## src/rtl/iqmap_pkg.sv

```systemverilog
// rtl/iqmap_pkg.sv - mode encodings and constellation helpers for the IQ mapper
package iqmap_pkg;

    localparam logic [1:0] MODE_BPSK  = 2'd0;
    localparam logic [1:0] MODE_QPSK  = 2'd1;
    localparam logic [1:0] MODE_16QAM = 2'd2;
    localparam logic [1:0] MODE_64QAM = 2'd3;

    // Bits consumed per symbol for each modulation.
    function automatic logic [2:0] bps_of(input logic [1:0] mode);
        case (mode)
            MODE_BPSK:  return 3'd1;
            MODE_QPSK:  return 3'd2;
            MODE_16QAM: return 3'd4;
            default:    return 3'd6;
        endcase
    endfunction

    // Mask selecting the symbol bits of the current mode out of the 6 LSBs.
    function automatic logic [5:0] sym_mask(input logic [1:0] mode);
        case (mode)
            MODE_BPSK:  return 6'b000001;
            MODE_QPSK:  return 6'b000011;
            MODE_16QAM: return 6'b001111;
            default:    return 6'b111111;
        endcase
    endfunction

    // 64QAM Gray-coded magnitude in units of the constellation amplitude.
    function automatic logic [2:0] gray_mag(input logic [1:0] code);
        case (code)
            2'b00:   return 3'd1;
            2'b01:   return 3'd3;
            2'b11:   return 3'd5;
            default: return 3'd7;
        endcase
    endfunction

endpackage

```

## src/rtl/iqmap_lut.sv

```systemverilog
// rtl/iqmap_lut.sv - combinational symbol to (xr, xi) constellation mapper
module iqmap_lut
    import iqmap_pkg::*;
#(
    parameter int OUT_W    = 11,
    parameter int AMP_UNIT = 2
) (
    input  logic [1:0]              mode,
    input  logic [5:0]              sym,
    output logic signed [OUT_W-1:0] xr,
    output logic signed [OUT_W-1:0] xi
);

    localparam logic signed [OUT_W-1:0] AMP = OUT_W'(AMP_UNIT);

    logic [2:0]              mag_r;
    logic [2:0]              mag_i;
    logic                    pos_r;
    logic                    pos_i;
    logic signed [OUT_W-1:0] mag_rw;
    logic signed [OUT_W-1:0] mag_iw;
    logic signed [OUT_W-1:0] abs_r;
    logic signed [OUT_W-1:0] abs_i;

    // Split the symbol into sign and magnitude per axis, then scale by the unit amplitude.
    always_comb begin
        mag_r = 3'd1;
        mag_i = 3'd1;
        pos_r = 1'b0;
        pos_i = 1'b0;
        case (mode)
            MODE_BPSK: begin
                pos_r = sym[0];
                mag_i = 3'd0;
            end
            MODE_QPSK: begin
                pos_r = sym[1];
                pos_i = sym[0];
            end
            MODE_16QAM: begin
                pos_r = sym[3];
                pos_i = sym[2];
                mag_r = sym[1] ? 3'd3 : 3'd1;
                mag_i = sym[0] ? 3'd3 : 3'd1;
            end
            default: begin
                pos_r = sym[5];
                pos_i = sym[4];
                mag_r = gray_mag(sym[3:2]);
                mag_i = gray_mag(sym[1:0]);
            end
        endcase
        mag_rw = OUT_W'(mag_r);
        mag_iw = OUT_W'(mag_i);
        abs_r  = mag_rw * AMP;
        abs_i  = mag_iw * AMP;
        xr     = pos_r ? abs_r : -abs_r;
        xi     = pos_i ? abs_i : -abs_i;
    end

endmodule

```

## src/rtl/iqmap_multi.sv

```systemverilog
// rtl/iqmap_multi.sv - multi-mode IQ mapper fed from a first-word-fall-through FIFO
module iqmap_multi
    import iqmap_pkg::*;
#(
    parameter int DATA_W   = 128,
    parameter int OUT_W    = 11,
    parameter int AMP_UNIT = 2
) (
    input  logic                    CLK,
    input  logic                    RST,
    input  logic                    ce,
    input  logic [1:0]              mode,
    input  logic                    valid_i,
    input  logic [DATA_W-1:0]       reader_data,
    output logic                    reader_en,
    output logic signed [OUT_W-1:0] xr,
    output logic signed [OUT_W-1:0] xi,
    output logic                    valid_o,
    output logic                    valid_raw,
    output logic [5:0]              raw
);

    if (DATA_W < 6) begin : g_bad_data_w
        $error("iqmap_multi: DATA_W must be at least 6");
    end
    if (7 * AMP_UNIT > (2 ** (OUT_W - 1)) - 1) begin : g_bad_amp
        $error("iqmap_multi: 7*AMP_UNIT does not fit in OUT_W");
    end

    localparam int CNT_W = $clog2(DATA_W + 1);
    localparam logic [CNT_W-1:0] LAST_BPSK  = CNT_W'(DATA_W - 1);
    localparam logic [CNT_W-1:0] LAST_QPSK  = CNT_W'(DATA_W / 2 - 1);
    localparam logic [CNT_W-1:0] LAST_16QAM = CNT_W'(DATA_W / 4 - 1);
    localparam logic [CNT_W-1:0] LAST_64QAM = CNT_W'(DATA_W / 6 - 1);

    localparam logic [0:0] S_IDLE   = 1'b0;
    localparam logic [0:0] S_ACTIVE = 1'b1;

    logic [0:0]              state;
    logic [CNT_W-1:0]        cnt;
    logic [CNT_W-1:0]        cnt_last;
    logic [DATA_W-1:0]       sreg;
    logic [1:0]              mode_l;
    logic                    pop;
    logic                    chunk_end;
    logic                    accept;
    logic signed [OUT_W-1:0] map_r;
    logic signed [OUT_W-1:0] map_i;

    // Index of the last whole symbol in a chunk; leftover top bits are never reached.
    always_comb begin
        cnt_last = LAST_BPSK;
        case (mode_l)
            MODE_BPSK:  cnt_last = LAST_BPSK;
            MODE_QPSK:  cnt_last = LAST_QPSK;
            MODE_16QAM: cnt_last = LAST_16QAM;
            default:    cnt_last = LAST_64QAM;
        endcase
    end

    assign chunk_end = (state == S_ACTIVE) && (cnt == cnt_last);
    assign accept    = ce && valid_i && ((state == S_IDLE) || chunk_end);
    assign reader_en = pop & ce;
    assign valid_raw = valid_o;

    // Chunk sequencing: accept, shift out one symbol per ce cycle, chain or drop to idle.
    always_ff @(posedge CLK or negedge RST) begin
        if (!RST) begin
            state  <= S_IDLE;
            cnt    <= '0;
            sreg   <= '0;
            mode_l <= MODE_BPSK;
            pop    <= 1'b0;
        end else if (ce) begin
            pop <= accept;
            if (accept) begin
                state  <= S_ACTIVE;
                sreg   <= reader_data;
                mode_l <= mode;
                cnt    <= '0;
            end else if (chunk_end) begin
                // Clearing here keeps discarded top bits off raw while idle.
                state <= S_IDLE;
                sreg  <= '0;
                cnt   <= '0;
            end else if (state == S_ACTIVE) begin
                sreg <= sreg >> bps_of(mode_l);
                cnt  <= cnt + 1'b1;
            end
        end
    end

    iqmap_lut #(
        .OUT_W    (OUT_W),
        .AMP_UNIT (AMP_UNIT)
    ) u_lut (
        .mode (mode_l),
        .sym  (sreg[5:0]),
        .xr   (map_r),
        .xi   (map_i)
    );

    // Output register stage: sample, raw symbol bits and validity track each other.
    always_ff @(posedge CLK or negedge RST) begin
        if (!RST) begin
            xr      <= '0;
            xi      <= '0;
            raw     <= '0;
            valid_o <= 1'b0;
        end else if (ce) begin
            xr      <= map_r;
            xi      <= map_i;
            raw     <= sreg[5:0] & sym_mask(mode_l);
            valid_o <= (state == S_ACTIVE);
        end
    end

endmodule

```

## config.mk

```make
export PLATFORM = sky130hd
export DESIGN_NAME = iqmap_multi
export DESIGN_NICKNAME = d
export VERILOG_FILES = /design/src/rtl/iqmap_pkg.sv /design/src/rtl/iqmap_lut.sv /design/src/rtl/iqmap_multi.sv
export SDC_FILE = /design/constraint.sdc
export NUM_CORES = 1
export LEC_CHECK = 0
export ABC_AREA = 1
export BUFFER_PORTS_ARGS = -buffer_cell sky130_fd_sc_hd__buf_4
export CORE_MARGIN = 3
export CORE_UTILIZATION = 61
export CTS_BUF_LIST = sky130_fd_sc_hd__clkbuf_8
export DETAILED_ROUTE_END_ITERATION = 7
export GPL_TIMING_DRIVEN = 0
export PLACE_DENSITY = 0.83
export RECOVER_POWER = 100
export SLEW_MARGIN = 10
export SYNTH_ARGS = -nofsm -noshare
export SYNTH_HDL_FRONTEND = slang
export SYNTH_SLANG_ARGS = --single-unit
```

## constraint.sdc

```tcl
create_clock -name CLK -period 2.3 [get_ports CLK]
set_input_delay 0.69 -clock CLK [delete_from_list [all_inputs] [get_ports CLK]]
set_output_delay 0.69 -clock CLK [all_outputs]
set_load 0.01 [all_outputs]
```

Word level (Yosys, flattened, before mapping)
Cells that the tools add are included.
{ "classes": {"add_sub_neg": 3, "eq_ne": 7, "n_shift": 1, "n_mux": 26, "bitwise": 3, "reduce_logical": 13} }
{ "op_table": {"columns": ["operator", "count"], "rows": [
  ["2-to-1 mux 128 bit", 3],
  [">> shifter 128 x 3 -> 128 bit", 1],
  ["one-hot mux 3 bit (3 select lines)", 4],
  ["2-to-1 mux 8 bit", 3],
  ["2-to-1 mux 11 bit", 2],
  ["negation 4 -> 11 bit", 2],
  ["one-hot mux 7 bit (3 select lines)", 1],
  ["one-hot mux 6 bit (3 select lines)", 1],
  ["2-to-1 mux 3 bit", 4],
  ["adder 8 x 1 -> 8 bit, second input constant", 1],
  ["== test 8 bit", 1],
  ["AND 6 bit", 1],
  ["== test 2 x 1 -> 1 bit, second input constant", 3],
  ["== test 2 bit, second input constant", 3],
  ["zero test 2 bit", 3],
  ["2-to-1 mux 6 bit", 1],
  ["one-hot mux 1 bit (3 select lines)", 2],
  ["one-hot mux 3 bit (2 select lines)", 1],
  ["AND reduction 2 bit", 3],
  ["2-to-1 mux 2 bit", 2],
  ["logical AND 1 bit", 3],
  ["nonzero test 3 bit", 1],
  ["2-to-1 mux 1 bit", 2],
  ["nonzero test 2 bit", 1],
  ["other kinds (4)", 4]
]} }
{ "word_totals": {"ff_bits": 169, "input_bits": 134} }

Longest topological paths before layout
{ "logic_depth": {"word_depth": 12, "mapped_depth": 14} }

Cells and area by module
Synthesis repeated with hierarchy kept, for this count alone.
{ "hier_totals": {"hier_cells": 2028, "hier_area_um2": 12254.3} }
{ "modules_own_cells": {"columns": ["module", "instances", "cells_each", "area_each_um2"], "rows": [
  ["iqmap_multi", 1, 1964, 11878.9],
  ["iqmap_lut", 1, 64, 375.4]
]} }

Worst setup path after synthesis
No wires, ideal clock.
{ "synth_timing": {"kind": "in2reg", "startpoint": "input port ce", "endpoint": "register cnt[1]", "setup_time_ns": 0.066, "arrival_time_ns": 1.724, "t_required_ns": 2.234, "path_slack_ns": 0.511, "cell_stages": 7, "path_buffers": 2, "cell_sequence": "nand2_1 nand2_1 inv_1 clkbuf_1 clkbuf_1 nand2_1 nand2_1"} }
{ "synth_between": {"elab_chain_cells": 4} }
{ "synth_lines": {"columns": ["item", "line_no", "source"], "rows": [
  ["from (decl)", "iqmap_multi.sv:11", "input logic ce,"],
  ["logical AND 1 bit (2 in series)", "iqmap_multi.sv:62", "assign accept = ce && valid_i && ((state == S_IDLE) || chunk_end);"],
  ["nonzero test 3 bit (no source line)", null, null],
  ["AND reduction 2 bit (no source line)", null, null],
  ["to (signal assigned)", "iqmap_multi.sv:88", "cnt <= cnt + 1'b1;"],
  ["to (decl)", "iqmap_multi.sv:40", "logic [CNT_W-1:0] cnt;"]
]} }
Parallel ways exist; a longest one is shown, timed or not.
A chain may end at the register's enable or synchronous reset.

Final worst setup path
{ "layout_timing": {"startpoint": "register mode_l[1]", "endpoint": "register sreg[7]"} }
{ "layout_between": {"elab_chain_cells": 10} }
{ "layout_lines": {"columns": ["item", "line_no", "source"], "rows": [
  ["from (decl)", "iqmap_multi.sv:43", "logic [1:0] mode_l;"],
  ["from (signal assigned)", "iqmap_multi.sv:79", "mode_l <= mode;"],
  ["== test 2 bit (tied with other cells)", null, null],
  ["one-hot mux 3 bit (3 select lines)", "iqmap_pkg.sv:11", "case (mode)"],
  ["2-to-1 mux 3 bit", "iqmap_multi.sv:86", "end else if (state == S_ACTIVE) begin"],
  ["2-to-1 mux 3 bit", "iqmap_multi.sv:81", "end else if (chunk_end) begin"],
  ["2-to-1 mux 3 bit", "iqmap_multi.sv:76", "if (accept) begin"],
  ["2-to-1 mux 3 bit", "iqmap_multi.sv:74", "end else if (ce) begin"],
  [">> shifter 128 x 3 -> 128 bit", "iqmap_multi.sv:87", "sreg <= sreg >> bps_of(mode_l);"],
  ["2-to-1 mux 128 bit", "iqmap_multi.sv:86", null],
  ["2-to-1 mux 128 bit", "iqmap_multi.sv:81", null],
  ["2-to-1 mux 128 bit", "iqmap_multi.sv:76", null],
  ["to (signal assigned)", "iqmap_multi.sv:78", "sreg <= reader_data;"],
  ["to (signal assigned)", "iqmap_multi.sv:87", null],
  ["to (decl)", "iqmap_multi.sv:42", "logic [DATA_W-1:0] sreg;"]
]} }
Parallel ways exist; a longest one is shown, timed or not. The select of a mux whose other input is x is not followed.

==> flow_summary.toml <==
[power]
power.density_nw_per_um2 = 1500
leakage_nw = 9.29
fin_total_pwr_mw = 23.1
peakVddDrop_uv = 722

[floorplanning]
die_y_um = 154
num_io_pins = 165
start_util_pct = 62.8
rows = 53
coreArea_sq_um = 21200
die-area_sq_um = 23700
die_width_um = 154

[synthesis]
synth_edf_count = 0
synth_top_area_share_pct = 29.4
synth_ff_type = "dfrtp_1"
yosys.cell_count.top_type = "nand2_1"
synth_warnings = 0
synth-async-reset-ratio_pct = 100
ys_seq_area_share_pct = 29.3
avgSynthCellArea_sq_um = 5.63
synth_area_sq_um = 13300
synth-seq-cells = 156
yosys.area.top_type = "nand2_1"
yosys-top-cells-count = "nand2_1, nand3_1, inv_1, dfrtp_1, clkbuf_1"
ys_types = 32
synthTopCellsByArea = "nand2_1, dfrtp_1, nand3_1"
synthCells = 2370

[grt]
grt_max_degree = 82
grt_overflow_total = 0
track_usage_pct = 37.5
grt_pass1_vias = 14673
grt_pass1_wl_um = 72900
antenna_found_initial = 0

[timing]
timing.final.crit_share_pct = 97.0
slew_headroom_pct = -33.6
setup_viol = 0
rsz0062_at_grt = "true"
tightest_slew_ps = 2000
clock_skew_ps = 18.6
final-hold-violation-count = 0
holdWs_ps = 426
fin_crit_ps = 2230
drv_slew = 76
max_freq_mhz = 448
tns_ps = 0

[setup_path]
critPathMaxStageDelay_ps = 410
cp_max_fo = 10
critPathCaptureType = "flip-flop"
worst-endpoint-arrival_ps = 2670
crit_end = "sreg[7]$_DFFE_PN0P_"
r2r_end = "sreg[7]$_DFFE_PN0P_"
path_cells = "buf_2 > buf_2 > buf_2 > clkbuf_2 > nand3_1 > o21ai_0 > nand3_1 > nand3_1"
crit_type = "flip-flop to flip-flop"
cp-startpoint = "mode_l[1]$_DFFE_PN0P_"
start_kind = "flip-flop"
cp_slowest_cell = "clkbuf_2"
worstRegToRegCells = 8
reg2reg_slack_ps = 70
r2r_start = "mode_l[1]$_DFFE_PN0P_"
cp_data_required_time_ps = 2740

[route]
finalWirelength_um = 45000
num_vias = 16004
drc = 0
firstDrtPassIters = 7
ant_nets = 0
drtIter0Drc = 1983
vias_per_cell = 5.63
wl_per_cell_um = 15.8

[layout]
register_area_sq_um = 3900
finalNetCount = 2695
multi_input_area_sq_um = 7350
n_antenna_cell = 0
fill_cells = 2013
fin_area_sq_um = 15400
area_delta_synth_final_pct = 15.4
layout-drive-gt1-share_pct = 11.6

[clock_network]
clkTransAtPathRegs_ps = 110
insertion_delay_ps = 490
cts_max_level = 4
cts_tree = "yes"
cts.sinks = 156
cts_buffers = 17
root_buffer = "clkbuf_8"
clockBufferDepth = 2

[placed_design]
place_congestion = 0.995
port_buffers = 162
hpwl_um = 32500
placed_area_sq_um = 14900

[job]
cap_viol_max_count = 1

[run_status]
status = "finished, violations left"
failed_checks = "max-capacitance violations, max-slew violations"

[hold_path]
hold_path_class = "input port to flip-flop"
[repair_timing]
action	CTS	global route
setup buffers	0	3
pin swaps	0	1
setup endpoints to repair	86	121
gates resized for setup	10	61
hold buffers	0	0
[area by class of cell]
type / count / area share (%)
multi-input combinational: 1701 / 47.8
clock buffer: 17 / 1.52
tap: 275 / 2.24
buffer: 172 / 5.69
sequential: 156 / 25.4
clock inverter: 15 / 1.31
timing repair buffer: 166 / 7.75
inverter: 340 / 8.30
[routing by layer]
layer	global-route usage [%]	routed length [um]	vias up
li1	-	-	7687
met1	51.4	18200	7184
met2	58.4	19900	974
met3	8.19	4980	159
met4	14.2	1950	0
met5	0	0	-
[cell families after synthesis]
kind of cell / Yosys count / share of synthesized area (%)
AOI/OAI and AO/OA: 132 / 5.66
xor gates and xnor gates: 2 / 0.131
adders and majority gates: 7 / 0.657
buffers and inverters: 514 / 15.7
DFF: 156 / 29.3
other: 1 / 0.0281
and+or+nand+nor: 1558 / 48.6
[placed cells by master (no fill, tap or decap), types with 4 or more instances in the layout]
| cell type | synthesis | layout |
|---|---|---|
| dfrtp_1 | 156 | 156 |
| inv_1 | 334 | 334 |
| clkbuf_1 | 83 | 70 |
| clkbuf_4 | 0 | 18 |
| o21ai_0 | 69 | 68 |
| o22ai_1 | 19 | 19 |
| nand2_1 | 1044 | 1043 |
| inv_6 | 0 | 5 |
| o211ai_1 | 20 | 20 |
| nand2_2 | 3 | 4 |
| clkbuf_2 | 0 | 37 |
| ha_1 | 7 | 7 |
| nor2_1 | 38 | 36 |
| clkinv_1 | 4 | 4 |
| buf_2 | 46 | 37 |
| clkbuf_8 | 0 | 17 |
| nand4_1 | 6 | 6 |
| nand3_1 | 459 | 458 |
| buf_1 | 20 | 13 |
| buf_4 | 22 | 159 |
| a21oi_1 | 15 | 15 |
[state kept, by name, summed over array words and instances, names as in the netlist]
name and cells:
cnt 8, mode_l 2, pop 1, raw 6, sreg 128, state 1
valid_o 1, xi 5, xr 4
[report_power, final]
group          switching [mW]  internal (mW)
sequential              0.952           4.02
combinational            10.5           5.30
clock                    1.27           1.11
[per-stage QoR]
stage,setup WS [ps],instances,util [%]
3_5_place_dp,-653,2809,70.4
2_1_floorplan,511,2371,-
3_3_place_gp,-615,2808,70.2
6_report,68.1,2842,72.5
4_1_cts,4.16,2840,72.5
5_1_grt,-41.5,2842,72.5
[critical path: cells and delay by family, from the launching register on]
kind,cells,cell delay (ps)
simple gates,3,420
buf+inv,4,1310
flops,1,340
compound gates,1,120
[worst min-delay path by stage]
stage / cells after the start / slack (ps) / endpoint / start
floorplan: 0 / 390 / cnt[0]$_DFFE_PN0P_ / RST
global placement: 1 / 460 / xr[1]$_DFFE_PN0P_ / xr[1]$_DFFE_PN0P_
detailed placement: 1 / 460 / xr[1]$_DFFE_PN0P_ / xr[1]$_DFFE_PN0P_
CTS: 1 / 190 / xr[1]$_DFFE_PN0P_ / RST
global route: 3 / 440 / sreg[8]$_DFFE_PN0P_ / reader_data[8]
finish: 3 / 430 / sreg[7]$_DFFE_PN0P_ / reader_data[7]
No activity file was read; power rests on OpenSTA's default activity.
